$ cat config.mk
export PLATFORM = sky130hd
export DESIGN_NAME = fifo_sync_param
export DESIGN_NICKNAME = d
export VERILOG_FILES = /design/src/rtl/fifo_sync_param.sv
export SDC_FILE = /design/constraint.sdc
export NUM_CORES = 1
export LEC_CHECK = 0
export CORE_ASPECT_RATIO = 1.75
export CORE_MARGIN = 2
export CORE_UTILIZATION = 50
export CTS_CLUSTER_SIZE = 30
export DETAILED_ROUTE_END_ITERATION = 10
export HOLD_SLACK_MARGIN = 0.05
export PLACE_DENSITY = 0.69
export SLEW_MARGIN = 25
export SYNTH_ARGS = -nofsm -noshare
export SYNTH_HDL_FRONTEND = slang
export SYNTH_SLANG_ARGS = --single-unit
$ cat constraint.sdc
create_clock -name clk -period 3.6 [get_ports clk]
set_input_delay 0.36 -clock clk [delete_from_list [all_inputs] [get_ports clk]]
set_output_delay 0.36 -clock clk [all_outputs]
set_load 0.05 [all_outputs]
$ cat src/rtl/fifo_sync_param.sv
// -----------------------------------------------------------------------------
// fifo_sync_param
//
// Parametrised single-clock synchronous FIFO. It holds the storage array, the
// read/write pointer control and the status flags in one block. Reads are
// registered: data_out and valid_out update on the edge after a read is
// accepted.
//
// Ports
//   clk          in   rising-edge clock for all state
//   reset        in   synchronous reset, active-low; clears pointers, count,
//                     output register, error flags and every memory word
//   wr_en        in   write request
//   data_in      in   [DATA_WIDTH] write data
//   rd_en        in   read request
//   data_out     out  [DATA_WIDTH] registered read data
//   valid_out    out  data_out holds a word popped on the previous edge
//   full         out  count == DEPTH
//   empty        out  count == 0
//   almost_full  out  count >= AFULL_TH
//   almost_empty out  count <= AEMPTY_TH
//   count        out  [ADDR_WIDTH+1] occupancy, 0..DEPTH
//   overflow     out  a write request was rejected
//   underflow    out  a read request was rejected
//
// Build option
//   FIFO_STICKY_ERR_EN  when defined, overflow and underflow are sticky and
//                       stay set until reset. When undefined they are
//                       single-cycle pulses.
// -----------------------------------------------------------------------------
module fifo_sync_param #(
  parameter int DATA_WIDTH = 12,
  parameter int ADDR_WIDTH = 3,
  parameter int AFULL_TH   = 6,
  parameter int AEMPTY_TH  = 2
) (
  input  logic                  clk,
  input  logic                  reset,
  input  logic                  wr_en,
  input  logic [DATA_WIDTH-1:0] data_in,
  input  logic                  rd_en,
  output logic [DATA_WIDTH-1:0] data_out,
  output logic                  valid_out,
  output logic                  full,
  output logic                  empty,
  output logic                  almost_full,
  output logic                  almost_empty,
  output logic [ADDR_WIDTH:0]   count,
  output logic                  overflow,
  output logic                  underflow
);

  localparam int DEPTH = 2 ** ADDR_WIDTH;

  localparam logic [ADDR_WIDTH:0]   DEPTH_C  = DEPTH[ADDR_WIDTH:0];
  localparam logic [ADDR_WIDTH:0]   AF_TH_C  = AFULL_TH[ADDR_WIDTH:0];
  localparam logic [ADDR_WIDTH:0]   AE_TH_C  = AEMPTY_TH[ADDR_WIDTH:0];
  localparam logic [ADDR_WIDTH:0]   CNT_ONE  = {{ADDR_WIDTH{1'b0}}, 1'b1};
  localparam logic [ADDR_WIDTH-1:0] PTR_ONE  = {{(ADDR_WIDTH-1){1'b0}}, 1'b1};

  logic [DATA_WIDTH-1:0] mem [DEPTH];
  logic [ADDR_WIDTH-1:0] wr_ptr;
  logic [ADDR_WIDTH-1:0] rd_ptr;

  logic wr_acc;
  logic rd_acc;
  logic overflow_nxt;
  logic underflow_nxt;

  // Status decode of the registered count
  assign full         = (count == DEPTH_C);
  assign empty        = (count == '0);
  assign almost_full  = (count >= AF_TH_C);
  assign almost_empty = (count <= AE_TH_C);

  // A write into a full FIFO is still accepted when a read frees a slot on the
  // same edge. No bypass exists, so a read of an empty FIFO is always rejected.
  assign rd_acc = rd_en & ~empty;
  assign wr_acc = wr_en & (~full | rd_acc);

  assign overflow_nxt  = wr_en & ~wr_acc;
  assign underflow_nxt = rd_en & empty;

  // Storage and write pointer
  always_ff @(posedge clk) begin
    if (!reset) begin
      wr_ptr <= '0;
      for (int i = 0; i < DEPTH; i++) begin
        mem[i] <= '0;
      end
    end else if (wr_acc) begin
      mem[wr_ptr] <= data_in;
      wr_ptr      <= wr_ptr + PTR_ONE;
    end
  end

  // Registered read port. The array is read with its pre-edge contents, so
  // with rd_ptr == wr_ptr (full, both accepted) the old word is returned.
  always_ff @(posedge clk) begin
    if (!reset) begin
      rd_ptr    <= '0;
      data_out  <= '0;
      valid_out <= 1'b0;
    end else if (rd_acc) begin
      data_out  <= mem[rd_ptr];
      valid_out <= 1'b1;
      rd_ptr    <= rd_ptr + PTR_ONE;
    end else begin
      valid_out <= 1'b0;
    end
  end

  // Occupancy
  always_ff @(posedge clk) begin
    if (!reset) begin
      count <= '0;
    end else begin
      case ({wr_acc, rd_acc})
        2'b10:   count <= count + CNT_ONE;
        2'b01:   count <= count - CNT_ONE;
        default: count <= count;
      endcase
    end
  end

  // Error flags
  always_ff @(posedge clk) begin
    if (!reset) begin
      overflow  <= 1'b0;
      underflow <= 1'b0;
    end else begin
`ifdef FIFO_STICKY_ERR_EN
      overflow  <= overflow  | overflow_nxt;
      underflow <= underflow | underflow_nxt;
`else
      overflow  <= overflow_nxt;
      underflow <= underflow_nxt;
`endif
    end
  end

endmodule

==> flow_metrics.tcl, run 1 <==
set metrics [dict create \
    fill_cells 814 \
    design_area_um2 6416 \
    grt_util_all_layers 0.2275 \
    synth_common_cells "edfxtp_1, nor2_1, and2_1" \
    htree_levels 4 \
    grt_pass1_wl_um 18580 \
    yosysSeqAreaShare 0.6312 \
    async_reset_ff_frac 0 \
    timing.fmax_ghz 0.3587 \
    final_layout_size_suffix_gt1_frac 0.1451 \
    pin_count 39 \
    syn_inst 398 \
    cts_hold_buf 0 \
    core_area_um2 10570 \
    clkPwrFrac 0.339 \
    period_share 0.7744 \
    cts_setup_buffers 0 \
    rr_endpoint "mem[5][9]" \
    clock_path_buffers 2 \
    cts.sinks 121 \
    dp.cells 547 \
    grt_overflow 0 \
    hold_depth 2 \
    avgViaCountPerCell 5.694 \
    startpoint_type "register" \
    postSynthAreaPerCell_um2 13.47 \
    fin_crit_ps 2788 \
    synth_area_um2 5360 \
    antenna_found_initial 0 \
    initial_core_util 0.5070 \
    detail-route-antenna-nets 0 \
    synth_ff_type "edfxtp_1" \
    p_int_mw 3.238 \
    reg2reg_depth 5 \
    yosysMostFrequentCell "edfxtp_1" \
    wire_per_inst_um 20.45 \
    n_antenna_cell 0 \
    holdCritPathClass "register to register" \
    hpwl_um 7941 \
    crit_arrival_ps 2430 \
    wirelength_um 11820 \
    rsz0062_at_grt "false" \
    crit_end "full" \
    clkSlewWorstSetupHoldPaths_ps 50 \
    startpoint "count[3]" \
    wl_met1_um 4507 \
    nets 457 \
    numCtsBuffers 17 \
    cap_violations 0 \
    io_buffer_count 38 \
    finClkSkew_ps 8.187 \
    p_seq_frac 0.391 \
    place_congestion 0.7986 \
    setup_violations 0 \
    maxUsedRoutingLayer "met4" \
    synth.top_cell.area_share 0.5378 \
    grt_max_degree 28 \
    crit_type "register to output port" \
    peakVddDrop_v 0.0005318 \
    cts_tree "done" \
    num_vias 3291 \
    final_cells 578 \
    power_density_nw_per_um2 738.7 \
    met3_length_um 647 \
    dieArea_um2 11600 \
    status "completed" \
    cts_root_buffer "clkbuf_16" \
    p_sw_mw 1.502 \
    area.growth.synth_to_final_pct 19.70 \
    grt_pass1_vias 3448 \
    clk_latency_ps 400 \
    ys_ff_latch 121 \
    end_kind "output port" \
    cts_resized 0 \
    path_max_fanout 10 \
    slew_headroom 0.3621 \
    rr_startpoint "count[3]" \
    drt_iter0_markers 286 \
    hold_violations 0 \
    ys_types 35 \
    tns_ps 0 \
    p_sw_frac 0.3169 \
    placed_cell_area_um2 5851 \
    synth.top_cells.by_area "edfxtp_1, mux4_2, dfxtp_1, and2_1, nor2_1" \
    reg2reg_slack_ps 1070 \
    worstPathRequired_ps 3240 \
    power_frac_comb 0.270 \
    rows 50 \
    die_y_um 141.0 \
    final_max_slew_viol_count 0 \
    fp.dieW_um 82.27 \
    worstMarginPinSlew_ps 955.5 \
    ys_warn_count 0 \
    dr.pass1.iters 5 \
    syn_nets 419 \
    drc 0 \
    synth_edf_count 96 \
    dr_wl_met2_um 6530 \
    p_leak_nw 2.272 \
    yosysTopAreaCell "edfxtp_1" \
]
==> layout make-up <==
type / count / area (um^2) / area share
Sequential cell: 121 / 3387 / 0.5279
Inverter: 6 / 22.52 / 0.003510
Multi-Input combinational cell: 240 / 1810 / 0.2822
Tap cell: 130 / 162.7 / 0.02535
Clock inverter: 9 / 98.84 / 0.01541
Clock buffer: 22 / 464.2 / 0.07235
Timing Repair Buffer: 50 / 470.5 / 0.07332
==> state kept, by name (all words and copies together), names as in the netlist <==
name,flops
count,4
data_out,12
mem,96
overflow,1
rd_ptr,3
underflow,1
valid_out,1
wr_ptr,3
==> logic make-up after synthesis <==
family / after synthesis / share of synthesized area
XOR/XNOR: 7 / 0.01144
flip-flops: 121 / 0.6312
AO/OA/AOI/OAI: 45 / 0.05252
AND/OR/NAND/NOR: 144 / 0.1319
multiplexers: 39 / 0.1289
buffers and inverters: 37 / 0.03104
adder cells (fa/ha/maj): 5 / 0.01307
==> routing by layer <==
| metal | vias to the layer above | global-route usage |
|---|---|---|
| met4 | 0 | 0.07982 |
| met5 | - | 0 |
| li1 | 1518 | - |
| met1 | 1645 | 0.2792 |
| met3 | 10 | 0.06082 |
| met2 | 118 | 0.3803 |
==> cells in the final DEF, fill, tap and decap left out, types with 2 or more instances in the layout <==
master,netlist,final
clkbuf_1,14,3
nand2b_1,5,5
inv_1,5,5
o21ai_1,0,5
mux4_2,24,24
clkbuf_8,0,2
bufinv_16,0,2
clkdlybuf4s50_1,0,38
dfxtp_1,25,24
nand2_1,20,20
xor2_1,2,2
a211oi_1,3,3
a21oi_1,15,15
nor3_1,3,3
nand3b_1,2,2
mux2i_1,15,15
clkinvlp_4,0,2
ha_1,4,4
a21o_1,2,2
clkinv_1,1,2
o211ai_1,2,2
clkinv_2,0,4
nor2_1,59,59
buf_4,3,12
nor3b_1,2,2
edfxtp_1,96,96
clkbuf_16,0,17
and2_1,49,49
o21ai_0,18,13
xnor2_1,5,5
==> through the flow <==
stage / hold slack, ps / util / setup slack [ps] / power, mW
final: 545.9 / 0.6069 / 812.0 / 4.740
after global routing: 571.5 / 0.6069 / 713.5 / 4.940
after global placement: 527.3 / 0.5534 / 934.0 / 3.142
after CTS: 548.1 / 0.6066 / 795.1 / 4.775
after floorplan: 505.9 / - / 672.5 / 2.777
after detailed placement: 528.3 / 0.5534 / 877.7 / 3.169
==> power groups by stage <==
stage | clock network (mW) | registers (mW) | logic [mW]
after floorplan | 0 | 2.00 | 0.776
after global placement | 0 | 1.87 | 1.27
after detailed placement | 0 | 1.88 | 1.29
after CTS | 1.63 | 1.86 | 1.29
after global routing | 1.68 | 1.89 | 1.37
final | 1.61 | 1.85 | 1.28
==> worst min-delay path by stage <==
| stage | from | endpoint | slack, ps |
|---|---|---|---|
| floorplan | reset | underflow | 510 |
| global placement | data_out[8] | data_out[8] | 530 |
| detailed placement | data_out[8] | data_out[8] | 530 |
| CTS | data_out[8] | data_out[8] | 550 |
| global route | data_out[5] | data_out[5] | 570 |
| finish | data_out[8] | data_out[8] | 550 |
==> worst max-delay path: stages (launching register included) <==
cell and delay [ps]:
dfxtp_1 510, or4b_1 620, inv_1 100, clkdlybuf4s50_1 790
No activity file was read; power rests on OpenSTA's default activity.
==> run 2: changes to the inputs <==
--- a/config.mk
+++ b/config.mk
@@ -11,7 +11,7 @@
 export CTS_CLUSTER_SIZE = 30
 export DETAILED_ROUTE_END_ITERATION = 10
 export HOLD_SLACK_MARGIN = 0.05
-export PLACE_DENSITY = 0.69
+export PLACE_DENSITY = 0.71
 export SLEW_MARGIN = 25
 export SYNTH_ARGS = -nofsm -noshare
 export SYNTH_HDL_FRONTEND = slang
==> constraint.sdc (replaced) <==
create_clock -name clk -period 2.25 [get_ports clk]
set_input_delay 0.225 -clock clk [delete_from_list [all_inputs] [get_ports clk]]
set_output_delay 0.225 -clock clk [all_outputs]
set_load 0.05 [all_outputs]
==> run 2 against run 1 <==
Net effect:
- worst hold slack worse by 30 ps
- die area unchanged
- utilization up 3.3 points
- clock-buffer cell count down 3
- non-clock buffer count up 23
- clock skew up 0.90 ps
- critical path depth up 5
- wire length up 7.3%
==> flow_metrics.tcl, run 2 (synthesis gave the netlist of run 1 again) <==
set metrics [dict create \
    startpoint "count[3]" \
    hpwl_um 8042 \
    grt_pass1_wl_um 19220 \
    end_kind "register" \
    crit_type "register to register" \
    power_density_nw_per_um2 1181 \
    final_layout_size_suffix_gt1_frac 0.2170 \
    cp_slowest_cell "o41a_1" \
    cts_root_buffer "clkbuf_16" \
    critical_path.top_delay_family "compound AO/OA/AOI/OAI gates" \
    dr.pass1.iters 5 \
    die_y_um 141.0 \
    clk_latency_ps 410 \
    multi_input_area_um2 1867 \
    io_buffer_count 38 \
    crit_arrival_ps 2470 \
    drc 0 \
    worstMarginPinSlew_ps 851.4 \
    grt_overflow 0 \
    drt_iter0_markers 318 \
    regArea_um2 3397 \
    cts_setup_buffers 0 \
    timing.fmax_ghz 0.4672 \
    core_area_um2 10570 \
    detail-route-antenna-nets 0 \
    fin_crit_ps 2140 \
    clock_path_buffers 2 \
    dp_slack_ps -62.59 \
    slowest_delay_ps 480 \
    pin_count 39 \
    status "completed" \
    antenna_found_initial 0 \
    dieArea_um2 11600 \
    path_max_fanout 10 \
    fp.dieW_um 82.27 \
    crit_top_cell "mux2i_1" \
    top_regs "mem: 96 flops, data_out: 12 flops, count: 4 flops" \
    wirelength_um 12690 \
    grt_pass1_vias 3647 \
    initial_core_util 0.5070 \
    cap_violations 0 \
    cts_tree "done" \
    layout_common_cells "edfxtp_1, nor2_1, and2_1" \
    dp.cells 570 \
    numCtsBuffers 17 \
    clkSlewWorstSetupHoldPaths_ps 50 \
    rr_startpoint "count[3]" \
    critPathBufInv 1 \
    startpoint_type "register" \
    holdCritPathClass "input pin to register" \
    num_vias 3467 \
    largest_reg_flops 96 \
    crit_chain "o41a_1 > nand2b_4 > inv_1 > ha_1 > a21o_1 > a21oi_2 > mux2i_1 > mux2i_1" \
    peakVddDrop_v 0.001262 \
    rsz0062_at_grt "false" \
    n_antenna_cell 0 \
    final_cells 600 \
    grt_max_degree 28 \
    grt_util_all_layers 0.2379 \
    fill_cells 748 \
    wire_per_inst_um 21.14 \
    area.growth.synth_to_final_pct 26.14 \
    place_congestion 0.7841 \
    worst_slack_ps 109.8 \
    htree_levels 4 \
    finClkSkew_ps 9.092 \
    final_common_cell "edfxtp_1" \
    largest_register "mem" \
    avgViaCountPerCell 5.778 \
    worstPathRequired_ps 2580 \
    cts_hold_buf 0 \
    cts.sinks 121 \
    hold_violations 0 \
    rows 50 \
    final_max_slew_viol_count 0 \
    slew_headroom 0.4303 \
    setup_violations 0 \
    nets 480 \
    cts_resized 2 \
    min_from "wr_en" \
    period_share 0.9512 \
    p_leak_nw 2.449 \
]
==> run 2: worst reg2reg max path, stage by stage, from the launching register on <==
cell,delay (ps)
dfxtp_4,380
o41a_1,480
nand2b_4,110
inv_1,70
ha_1,270
a21o_1,190
a21oi_2,130
mux2i_1,230
mux2i_1,200
==> run 2: where the power goes <==
group	internal (mW)	switching, mW	leakage, nW
combinational	0.985	1.43	0.958
clock	1.82	0.924	0.287
sequential	2.68	0.140	1.20
total	5.48	2.50	2.45
==> run 2: routing by layer <==
| metal | wire length (um) | track usage | up-vias |
|---|---|---|---|
| met1 | 4449 | 0.2694 | 1725 |
| met4 | 339 | 0.1000 | 0 |
| met3 | 965 | 0.06018 | 29 |
| met2 | 6931 | 0.4134 | 147 |
| met5 | 0 | 0 | - |
| li1 | - | - | 1566 |
==> run 2: final cells by class <==
class,instances,area share
sequential,121,0.5024
clock inverter,11,0.02295
multi-input combinational,240,0.2761
timing repair buffer,73,0.1071
tap,130,0.02406
clock buffer,19,0.06403
inverter,6,0.003331
==> run 2: final timing paths <==
check | to | slack (ps) | depth (start not counted)
max | count[3] | 110 | 8
min | overflow | 520 | 3
max reg2reg | count[3] | 110 | 8
min reg2reg | count[3] | 540 | 2
==> run 2: per-stage QoR <==
stage                       util  hold slack, ps  instance area (um^2)  TNS [ps]  power [mW]
after floorplan                -           369.1                  5440         0       4.536
after global placement    0.5818           516.3                  6151         0       5.242
after detailed placement  0.5818           531.7                  6151    -96.79       5.292
after CTS                 0.6378           506.9                  6743         0       8.016
after global routing      0.6395           542.4                  6761         0       8.269
final                     0.6395           515.9                  6761         0       7.983
